**src/rtl/buft_pkg.sv**
```systemverilog
//------------------------------------------------------------------------------
// buft_pkg : shared defaults and the parity helper for the buft elastic buffer
// Rev 1.0  : initial release
//------------------------------------------------------------------------------
`default_nettype none

package buft_pkg;

  localparam int BUFT_DEF_WIDTH  = 8;
  localparam int BUFT_DEF_DEPTH  = 4;
  localparam int BUFT_PAR_MAX_W  = 256;

  // Zero-extension does not change parity, so callers pad narrower words.
  function automatic logic even_parity(input logic [BUFT_PAR_MAX_W-1:0] vec);
    return ^vec;
  endfunction

endpackage : buft_pkg

`default_nettype wire

```
**src/rtl/buft_ram.sv**
```systemverilog
//------------------------------------------------------------------------------
// buft_ram : DEPTH x DW register array, one write port, one combinational read
// Rev 1.0  : initial release
//------------------------------------------------------------------------------
`default_nettype none

module buft_ram #(
  parameter int DW    = 8,
  parameter int DEPTH = 4,
  parameter int AW    = $clog2(DEPTH)
) (
  input  logic          clk,
  input  logic          wr_en,
  input  logic [AW-1:0] wr_addr,
  input  logic [DW-1:0] wr_data,
  input  logic [AW-1:0] rd_addr,
  output logic [DW-1:0] rd_data
);

  logic [DW-1:0] mem_q [DEPTH];
  logic [DW-1:0] mem_d [DEPTH];

  always_comb begin
    mem_d = mem_q;
    if (wr_en) begin
      mem_d[wr_addr] = wr_data;
    end
  end

  // Storage is deliberately left out of reset.
  always_ff @(posedge clk) begin
    mem_q <= mem_d;
  end

  assign rd_data = mem_q[rd_addr];

endmodule : buft_ram

`default_nettype wire

```
**src/rtl/buft_fifo.sv**
```systemverilog
//------------------------------------------------------------------------------
// buft_fifo : parametrised valid/ready elastic buffer with fill count, sticky
//             overflow and synchronous flush. Optional BUFT_PARITY_EN adds a
//             stored even-parity bit per entry and a sticky par_err output.
// Rev 1.0  : initial release
//------------------------------------------------------------------------------
`default_nettype none

module buft_fifo
  import buft_pkg::*;
#(
  parameter int WIDTH = BUFT_DEF_WIDTH,
  parameter int DEPTH = BUFT_DEF_DEPTH,
  localparam int CW   = $clog2(DEPTH) + 1
) (
  input  logic             clk,
  input  logic             rst,
  input  logic             flush,
  input  logic             in_valid,
  output logic             in_ready,
  input  logic [WIDTH-1:0] in_data,
  output logic             out_valid,
  input  logic             out_ready,
  output logic [WIDTH-1:0] out_data,
  output logic [CW-1:0]    count,
`ifdef BUFT_PARITY_EN
  output logic             par_err,
`endif
  output logic             overflow
);

  localparam int AW = $clog2(DEPTH);
`ifdef BUFT_PARITY_EN
  localparam int PW = 1;
`else
  localparam int PW = 0;
`endif
  localparam int DW = WIDTH + PW;
  localparam logic [CW-1:0] C_FULL = CW'(DEPTH);

  logic [AW-1:0] wr_ptr_q, wr_ptr_d;
  logic [AW-1:0] rd_ptr_q, rd_ptr_d;
  logic [CW-1:0] count_q, count_d;
  logic          overflow_q, overflow_d;

  logic          push, pop, wr_en;
  logic [DW-1:0] wr_word, rd_word;

  assign in_ready  = (count_q != C_FULL);
  assign out_valid = (count_q != '0);
  assign push      = in_valid & in_ready;
  assign pop       = out_valid & out_ready;
  assign wr_en     = push & ~flush;

`ifdef BUFT_PARITY_EN
  logic par_err_q, par_err_d;
  logic par_bad;

  assign wr_word  = {even_parity(BUFT_PAR_MAX_W'(in_data)), in_data};
  assign par_bad  = rd_word[WIDTH] != even_parity(BUFT_PAR_MAX_W'(rd_word[WIDTH-1:0]));

  always_comb begin
    par_err_d = par_err_q | (pop & ~flush & par_bad);
  end

  always_ff @(posedge clk) begin
    if (rst) begin
      par_err_q <= 1'b0;
    end else begin
      par_err_q <= par_err_d;
    end
  end

  assign par_err = par_err_q;
`else
  assign wr_word = in_data;
`endif

  buft_ram #(
    .DW    (DW),
    .DEPTH (DEPTH),
    .AW    (AW)
  ) u_ram (
    .clk     (clk),
    .wr_en   (wr_en),
    .wr_addr (wr_ptr_q),
    .wr_data (wr_word),
    .rd_addr (rd_ptr_q),
    .rd_data (rd_word)
  );

  always_comb begin
    wr_ptr_d   = wr_ptr_q;
    rd_ptr_d   = rd_ptr_q;
    count_d    = count_q;
    // A refused write is recorded even in a flush cycle.
    overflow_d = overflow_q | (in_valid & ~in_ready);
    if (flush) begin
      wr_ptr_d = '0;
      rd_ptr_d = '0;
      count_d  = '0;
    end else begin
      if (push) begin
        wr_ptr_d = wr_ptr_q + AW'(1);
      end
      if (pop) begin
        rd_ptr_d = rd_ptr_q + AW'(1);
      end
      case ({push, pop})
        2'b10:   count_d = count_q + CW'(1);
        2'b01:   count_d = count_q - CW'(1);
        default: count_d = count_q;
      endcase
    end
  end

  always_ff @(posedge clk) begin
    if (rst) begin
      wr_ptr_q   <= '0;
      rd_ptr_q   <= '0;
      count_q    <= '0;
      overflow_q <= 1'b0;
    end else begin
      wr_ptr_q   <= wr_ptr_d;
      rd_ptr_q   <= rd_ptr_d;
      count_q    <= count_d;
      overflow_q <= overflow_d;
    end
  end

  assign out_data = rd_word[WIDTH-1:0];
  assign count    = count_q;
  assign overflow = overflow_q;

endmodule : buft_fifo

`default_nettype wire
```
**config.mk**
```make
export PLATFORM = sky130hd
export DESIGN_NAME = buft_fifo
export DESIGN_NICKNAME = d
export VERILOG_FILES = /design/src/rtl/buft_pkg.sv /design/src/rtl/buft_ram.sv /design/src/rtl/buft_fifo.sv
export SDC_FILE = /design/constraint.sdc
export NUM_CORES = 1
export LEC_CHECK = 0
export ABC_AREA = 0
export ABC_CLOCK_PERIOD_IN_PS = 3850
export BUFFER_PORTS_ARGS = -buffer_cell sky130_fd_sc_hd__buf_2
export CORE_MARGIN = 2
export CORE_UTILIZATION = 46
export CTS_CLUSTER_SIZE = 24
export DETAILED_ROUTE_END_ITERATION = 10
export GPL_TIMING_DRIVEN = 0
export PLACE_DENSITY_LB_ADDON = 0.12
export REMOVE_ABC_BUFFERS = 1
export SYNTH_ARGS = -nofsm -noshare
export SYNTH_HDL_FRONTEND = slang
export SYNTH_SLANG_ARGS = --single-unit
```
**constraint.sdc**
```tcl
create_clock -name clk -period 3.85 [get_ports clk]
set_input_delay 0.77 -clock clk [delete_from_list [all_inputs] [get_ports clk]]
set_output_delay 0.77 -clock clk [all_outputs]
set_load 0.01 [all_outputs]
```
==> results.rst, run 1 <==
.. list-table::
   :header-rows: 1

   * - Metric
     - Value
   * - Clock skew after layout
     - 0.009189 ns
   * - Power share of the combinational group
     - 6.3%
   * - Critical path launch point type
     - register
   * - Post-cts resize count
     - 0
   * - Pre-CTS setup slack
     - 1.325 ns
   * - Core Region
     - 3363 µm²
   * - Number of placed I/O pins
     - 27
   * - Sequential fraction of the synthesis area
     - 68.61%
   * - Routability congestion estimate
     - 0.7212
   * - Hold/Removal Path Class
     - register to register
   * - Total Die Area
     - 4045 µm²
   * - Transition time at the pin with the least slew margin
     - 1.351 ns
   * - Combined global-route utilization of all metal layers
     - 14.67%
   * - Proportion of synthesized flip-flops having asynchronous set or reset
     - 0%
   * - Post-layout instance count excluding filler cells
     - 171
   * - Number of antenna-violating nets in the routed design
     - 0
   * - Proportion of power drawn by flip-flops and latches
     - 60.7%
   * - Proportion of total power due to net switching
     - 20.15%
   * - Vertical die dimension
     - 63.60 µm
   * - Critical path capture point type
     - output pin
   * - Number of H-tree levels
     - 2
   * - Post-synthesis instance total
     - 94
   * - Worst-path clk slew
     - 0.11 ns
   * - Starting DRT DRC Count
     - 22
   * - Count of buffers added by post-CTS timing repair for setup
     - 0
   * - Worst IR Drop VDD
     - 0.0002254 V
   * - First-pass GRT wire length
     - 4333 µm
   * - Num CTS Buffers
     - 5
   * - DR vias/cell
     - 5.076
   * - Unrepaired setup endpoints after global routing
     - no
   * - Clock tree from TritonCTS
     - built
   * - Total placed cells including tap cells
     - 163
   * - Number of flops mapped to enable cells by yosys
     - 32
   * - GR met2 Demand/Resource
     - 23.95%
   * - Power density over the cells
     - 418.2 nW/µm²
   * - Routed len/inst
     - 14.98 µm
   * - Leftover overflow at the end of global routing
     - 0
   * - Antenna cell count
     - 0
   * - Sum of negative setup slack
     - 0 ns
   * - Number of failing setup endpoints in the final timing report
     - 0
   * - Synth Cell Area
     - 1634 µm²
   * - Clock network fraction of design power
     - 32.9%
   * - Max_slew headroom
     - 9.741%
   * - X dimension of the die
     - 63.60 µm
   * - Critical path peak fanout
     - 10
   * - Dominant combinational cell family by area after synthesis
     - multiplexers
   * - Outcome
     - finished, final reports clean
   * - Post-detail-place hpwl
     - 1780 µm
   * - Buffer levels on the longest clock path
     - 2
   * - Number of iterations in the first detailed-routing pass
     - 4
   * - Area delta synth->final
     - 15.47%
   * - Overall routed net length
     - 2562 µm
   * - Number of warnings printed during yosys synthesis
     - 0
   * - Port Buf Inserts
     - 26
   * - CTS Hold Bufs
     - 0
   * - Remaining design rule violation count
     - 0
   * - Most frequent cells in the layout
     - sky130_fd_sc_hd__edfxtp_1 (32), sky130_fd_sc_hd__buf_2 (26), sky130_fd_sc_hd__mux4_2 (8), sky130_fd_sc_hd__dfxtp_1 (8), sky130_fd_sc_hd__nor2_1 (7)
   * - Worst Path Arrival
     - 1.82 ns
   * - Root cell of the clock tree
     - sky130_fd_sc_hd__clkbuf_4
   * - Cell class contributing the biggest share of worst-path delay
     - flip-flops
   * - Mux share of post-synthesis cell area
     - 11.64%
   * - Post-synthesis compound-gate area fraction
     - 3.599%
   * - Number of placement rows
     - 21
   * - Final clock period utilization by the worst path
     - 67.38%
   * - Grt peak-use layer
     - met2
   * - Largest net degree at the start of global routing
     - 13
   * - Buf+Inv Stages, Crit Path
     - 1
   * - Total count of hold-check failures in the final report
     - 0
   * - Cell Chain, Critical Path
     - mux4_2, buf_2
   * - Adder-Cell Fraction of Synth Area
     - 5.054%
   * - Final worst setup slack
     - 1.256 ns
   * - Post-synthesis share of cell area spent on xor and xnor gates
     - 2.144%
   * - Distinct cells, synth
     - 26
   * - Max Freq
     - 0.3855 GHz
   * - Most used flip-flop cell after synthesis
     - sky130_fd_sc_hd__edfxtp_1
   * - Number of synthesized register bits
     - 40
   * - Initial antenna violation count
     - 0
   * - Reported net switching power
     - 0.0001590 W
   * - Required time worst endpoint
     - 3.08 ns
   * - Per-instance average area after synthesis
     - 17.38 µm²
   * - Most frequent standard cell in the layout excluding fill and tap cells
     - sky130_fd_sc_hd__edfxtp_1
   * - Internal Pwr Total
     - 0.0006301 W
   * - Worst reg-to-reg setup slack
     - 1.45 ns
   * - Via count of the first global-routing pass
     - 908
   * - Category of the most critical setup path
     - register to output pin
   * - Latest clock arrival within the worst-skew pair
     - 0.34 ns
   * - Initial cell density of the core
     - 48.59%
   * - Share of cells above drive strength 1
     - 38.40%
   * - Global routing met1 resource utilization
     - 18.43%
   * - Static leakage power
     - 0.6598 nW
   * - Number of max-slew violations in the final report
     - 0
   * - Number of sinks driven by the clock tree
     - 40
   * - Utilization of the core after routing
     - 56.10%
   * - Slowest stage cell on the critical path
     - sky130_fd_sc_hd__dfxtp_1
   * - Area share of and/or/nand/nor cells after synthesis
     - 6.891%
   * - Total number of vias
     - 868
   * - Met3 Usage GRT
     - 3.750%
   * - Maximum Capacitance Violations
     - 0
   * - Post-route minimum period
     - 2.594 ns
   * - Delay contributed by the slowest stage of the critical path
     - 0.74 ns
   * - Number of nets in the layout
     - 143
==> logic make-up after synthesis <==
kind of cell               Yosys count
AOI/OAI and AO/OA                    8
adders and majority gates            6
buffers and inverters                8
and+or+nand+nor                     19
DFF                                 40
xor gates and xnor gates             4
muxes                                9
==> layer usage <==
layer / wire length [µm] / vias up
li1: - / 414
met1: 1136 / 431
met2: 1272 / 18
met3: 104 / 5
met4: 48 / 0
met5: 0 / -
==> state kept, by name (all words and copies together), names as in the netlist <==
register / flops
u_ram.mem_q: 32
count: 3
rd_ptr_q: 2
wr_ptr_q: 2
overflow: 1
==> worst register-to-register path: stages, from the launching register on <==
cell and delay, ns:
sky130_fd_sc_hd__dfxtp_1 0.45, sky130_fd_sc_hd__or3b_4 0.45, sky130_fd_sc_hd__nand2_4 0.12, sky130_fd_sc_hd__ha_1 0.19, sky130_fd_sc_hd__inv_1 0.06, sky130_fd_sc_hd__fa_1 0.38
sky130_fd_sc_hd__xor2_1 0.16, sky130_fd_sc_hd__or3_2 0.40, sky130_fd_sc_hd__a21oi_1 0.14
==> power by group through the flow <==
stage	registers (W)	logic [W]	clock network, W
global route	0.000481	0.0000562	0.000291
CTS	0.000480	0.0000509	0.000270
global placement	0.000489	0.0000487	0
detailed placement	0.000490	0.0000505	0
floorplan	0.000489	0.0000283	0
finish	0.000479	0.0000500	0.000260
==> synth_stat cells, types with 2 or more instances <==
cell type	number	area, µm²
sky130_fd_sc_hd__edfxtp_1	32	960.9
sky130_fd_sc_hd__a21oi_1	2	10.01
sky130_fd_sc_hd__xor2_1	3	26.28
sky130_fd_sc_hd__inv_1	5	18.77
sky130_fd_sc_hd__dfxtp_1	8	160.2
sky130_fd_sc_hd__nor3b_1	4	30.03
sky130_fd_sc_hd__or3_2	2	15.01
sky130_fd_sc_hd__ha_1	5	62.56
sky130_fd_sc_hd__clkbuf_1	2	7.510
sky130_fd_sc_hd__nor2_1	7	26.28
sky130_fd_sc_hd__mux4_2	8	180.2
sky130_fd_sc_hd__nand2_1	2	7.510
==> worst paths after layout <==
check,startpoint,to,cells after the start
max,rd_ptr_q[0],out_data[0],2
min,overflow,overflow,2
max reg2reg,count[2],count[2],8
min reg2reg,overflow,overflow,2
==> layout make-up <==
| type | instances | area, µm² |
|---|---|---|
| tap | 46 | 57.56 |
| clock buffer | 5 | 37.54 |
| fill | 299 | 1476 |
| sequential | 40 | 1121 |
| clock inverter | 3 | 37.54 |
| timing repair buffer | 26 | 130.1 |
| inverter | 5 | 18.77 |
| multi-input combinational | 46 | 484.2 |
==> metrics by stage <==
stage                     power [W]  area, µm²  hold slack (ns)
after global routing      0.0008279       1887           0.5380
after detailed placement  0.0005401       1807           0.4597
after CTS                 0.0008003       1882           0.4867
final                     0.0007891       1887           0.4795
after global placement    0.0005377       1807           0.4539
after floorplan           0.0005169       1619           0.4709
(Power assumes the default switching activity.)
==> inputs of run 2 (changes only) <==
--- a/config.mk
+++ b/config.mk
@@ -6,7 +6,7 @@
 export NUM_CORES = 1
 export LEC_CHECK = 0
 export ABC_AREA = 0
-export ABC_CLOCK_PERIOD_IN_PS = 3850
+export ABC_CLOCK_PERIOD_IN_PS = 2330
 export BUFFER_PORTS_ARGS = -buffer_cell sky130_fd_sc_hd__buf_2
 export CORE_MARGIN = 2
 export CORE_UTILIZATION = 46
==> constraint.sdc (replaced) <==
create_clock -name clk -period 2.33 [get_ports clk]
set_input_delay 0.466 -clock clk [delete_from_list [all_inputs] [get_ports clk]]
set_output_delay 0.466 -clock clk [all_outputs]
set_load 0.01 [all_outputs]
==> results.rst, run 2 (same netlist as run 1, synthesis figures left out) <==
.. list-table::
   :header-rows: 1

   * - Metric
     - Value
   * - Number of iterations in the first detailed-routing pass
     - 4 (unchanged)
   * - Outcome
     - finished, final reports clean
   * - Vertical die dimension
     - 63.60 µm (unchanged)
   * - Power density over the cells
     - 677.7 nW/µm² (+62%)
   * - Remaining design rule violation count
     - 0 (unchanged)
   * - Critical path launch point type
     - register
   * - Number of nets in the layout
     - 146 (+2.1%)
   * - Worst IR Drop VDD
     - 0.0003730 V (+66%)
   * - Latest clock arrival within the worst-skew pair
     - 0.34 ns (about the same)
   * - Total number of vias
     - 895 (+3.1%)
   * - Worst-path clk slew
     - 0.11 ns (about the same)
   * - Combined global-route utilization of all metal layers
     - 14.79% (+0.12 points)
   * - Largest net degree at the start of global routing
     - 13 (unchanged)
   * - Share of cells above drive strength 1
     - 44.53% (+6.1 points)
   * - Transition time at the pin with the least slew margin
     - 1.343 ns (-0.008069 ns)
   * - Unrepaired setup endpoints after global routing
     - no
   * - FF+latch area
     - 1129 µm² (+0.67%)
   * - Reported net switching power
     - 0.0002639 W (+66%)
   * - Category of the most critical setup path
     - register to register
   * - Max Freq
     - 0.4457 GHz
   * - DR vias/cell
     - 5.144 (+1.3%)
   * - Root cell of the clock tree
     - sky130_fd_sc_hd__clkbuf_4
   * - Leftover overflow at the end of global routing
     - 0 (unchanged)
   * - Final clock period utilization by the worst path
     - 96.29%
   * - Buf+Inv Stages, Crit Path
     - 1 (unchanged)
   * - Most frequent cells in the layout
     - sky130_fd_sc_hd__edfxtp_1 (32), sky130_fd_sc_hd__buf_2 (26), sky130_fd_sc_hd__mux4_2 (8)
   * - Most frequent standard cell in the layout excluding fill and tap cells
     - sky130_fd_sc_hd__edfxtp_1
   * - Worst reg-to-reg setup slack
     - 0.09 ns (-1.36 ns)
   * - Number of placement rows
     - 21 (unchanged)
   * - Internal Pwr Total
     - 0.001046 W (+66%)
   * - Post-route minimum period
     - 2.244 ns
   * - X dimension of the die
     - 63.60 µm (unchanged)
   * - Endpoint of the lowest-slack register-to-register path
     - count[2]
   * - Static leakage power
     - 0.6746 nW (+2.2%)
   * - Number of cells on the worst reg-to-reg path
     - 8 (unchanged)
   * - Number of failing setup endpoints in the final timing report
     - 0 (unchanged)
   * - Overall routed net length
     - 2589 µm (+1.1%)
   * - Pre-CTS setup slack
     - -0.04467 ns (-1.369 ns)
   * - Proportion of total power due to net switching
     - 20.15% (about the same)
   * - Initial cell density of the core
     - 48.59% (unchanged)
   * - Number of sinks driven by the clock tree
     - 40 (unchanged)
   * - Largest reg by FF count
     - u_ram.mem_q
   * - Reg-to-reg startpoint
     - count[2]
   * - Post-detail-place hpwl
     - 1780 µm (unchanged)
   * - Starting DRT DRC Count
     - 47 (+110%)
   * - Routed len/inst
     - 14.88 µm (-0.69%)
   * - Worst Path Arrival
     - 2.52 ns (+0.70 ns)
   * - CTS Hold Bufs
     - 0 (unchanged)
   * - Max_slew headroom
     - 10.28% (+0.54 points)
   * - Core Region
     - 3363 µm² (unchanged)
   * - Number of placed I/O pins
     - 27 (unchanged)
   * - Cell Chain, Critical Path
     - or3b_4, nand2_4, ha_4, inv_1, fa_1, xor2_1, or3_2, a21oi_2
   * - Port Buf Inserts
     - 26 (unchanged)
   * - Hold/Removal Path Class
     - primary input to register
   * - Maximum Capacitance Violations
     - 0 (unchanged)
   * - Antenna cell count
     - 0 (unchanged)
   * - Clock skew after layout
     - 0.007620 ns (-0.001569 ns)
   * - Total count of hold-check failures in the final report
     - 0 (unchanged)
   * - Delay contributed by the slowest stage of the critical path
     - 0.42 ns (-0.32 ns)
   * - Critical Path Stages
     - 8 (+6)
   * - Fill cell instance count of the final layout
     - 296 (-1.0%)
   * - Area delta synth->final
     - 18.30%
   * - Number of H-tree levels
     - 2 (unchanged)
   * - Largest register FFs
     - 32 (unchanged)
   * - Routability congestion estimate
     - 0.7212 (unchanged)
   * - Buffer levels on the longest clock path
     - 2 (unchanged)
   * - Final worst setup slack
     - 0.08649 ns (-1.169 ns)
   * - Cell class contributing the biggest share of worst-path delay
     - simple AND/OR/NAND/NOR gates
   * - Power share of the combinational group
     - 6.9% (+0.6 points)
   * - Required time worst endpoint
     - 2.60 ns (-0.48 ns)
   * - Area of the multi-input gates
     - 500.5 µm² (+3.4%)
   * - Endpoint of the worst setup timing path
     - count[2]
   * - Clock tree from TritonCTS
     - built
   * - Number of antenna-violating nets in the routed design
     - 0 (unchanged)
   * - Critical path capture point type
     - register
   * - Area post-placement
     - 1807 µm² (unchanged)
   * - Proportion of power drawn by flip-flops and latches
     - 60.4% (-0.3 points)
   * - Post-layout instance count excluding filler cells
     - 174 (+1.8%)
   * - Num CTS Buffers
     - 5 (unchanged)
   * - Cell depth of the worst min-delay path
     - 2 (unchanged)
   * - Final standard cell area without fillers
     - 1933 µm² (+2.5%)
   * - Slowest stage cell on the critical path
     - sky130_fd_sc_hd__or3_2
   * - Number of max-slew violations in the final report
     - 0 (unchanged)
   * - Critical path peak fanout
     - 8 (-2)
   * - Total placed cells including tap cells
     - 163 (unchanged)
   * - Clock network fraction of design power
     - 32.7% (-0.2 points)
   * - Total Die Area
     - 4045 µm² (unchanged)
   * - Initial antenna violation count
     - 0 (unchanged)
   * - Via count of the first global-routing pass
     - 905 (-0.33%)
   * - Critical path launch point
     - count[2]
   * - First-pass GRT wire length
     - 4374 µm (+0.95%)
   * - Utilization of the core after routing
     - 57.48% (+1.4 points)
-- run 2: cell types whose count changed in the layout (fill, tap and decap cells not counted) --
cell,change
sky130_fd_sc_hd__dfxtp_4,+1
sky130_fd_sc_hd__dfxtp_2,+3
sky130_fd_sc_hd__ha_4,+1
sky130_fd_sc_hd__buf_4,+3
sky130_fd_sc_hd__dfxtp_1,-4
sky130_fd_sc_hd__a21oi_1,-1
sky130_fd_sc_hd__ha_1,-1
sky130_fd_sc_hd__a21oi_2,+1
-- run 2: through the flow --
stage	power [W]	hold WS, ns	setup TNS [ns]
after floorplan	0.0008542	0.4709	0
after global placement	0.0008885	0.4539	0
after detailed placement	0.0008924	0.4597	-0.04467
after CTS	0.001322	0.2993	0
after global routing	0.001375	0.2957	0
final	0.001310	0.3080	0
-- run 2: final cells by class --
cell class,count,area share [%]
clock buffer,5,1.942
tap,46,2.977
sequential,40,58.38
timing repair buffer,29,7.896
inverter,5,0.9709
clock inverter,3,1.942
multi-input combinational,46,25.89
-- run 2: what timing repair did --
action | 4_1_cts | 5_1_grt
pin swaps | 0 | 1
gates resized for setup | 5 | 4
hold endpoints to repair | 0 | 0
buffers inserted | 0 | 3
setup endpoints to repair | 13 | 18
-- run 2: power groups by stage --
stage | registers (W) | logic, W | clock network [W]
CTS | 0.000792 | 0.0000847 | 0.000446
floorplan | 0.000807 | 0.0000468 | 0
global route | 0.000794 | 0.000100 | 0.000481
finish | 0.000792 | 0.0000903 | 0.000428
global placement | 0.000808 | 0.0000805 | 0
detailed placement | 0.000809 | 0.0000835 | 0
-- run 2: routing by layer --
layer / track usage [%] / up-vias / part of all wire [%]
met5: 0 / - / 0
met4: 6.522 / 0 / 1.9
met3: 3.750 / 5 / 4.0
met2: 23.82 / 18 / 50
met1: 18.92 / 451 / 44
li1: - / 421 / -
-- run 2: worst min-delay path by stage --
stage	start	endpoint	slack, ns
floorplan	wr_ptr_q[1]	wr_ptr_q[1]	0.47
global placement	overflow	overflow	0.45
detailed placement	overflow	overflow	0.46
CTS	rst	overflow	0.30
global route	rst	overflow	0.30
finish	rst	overflow	0.31
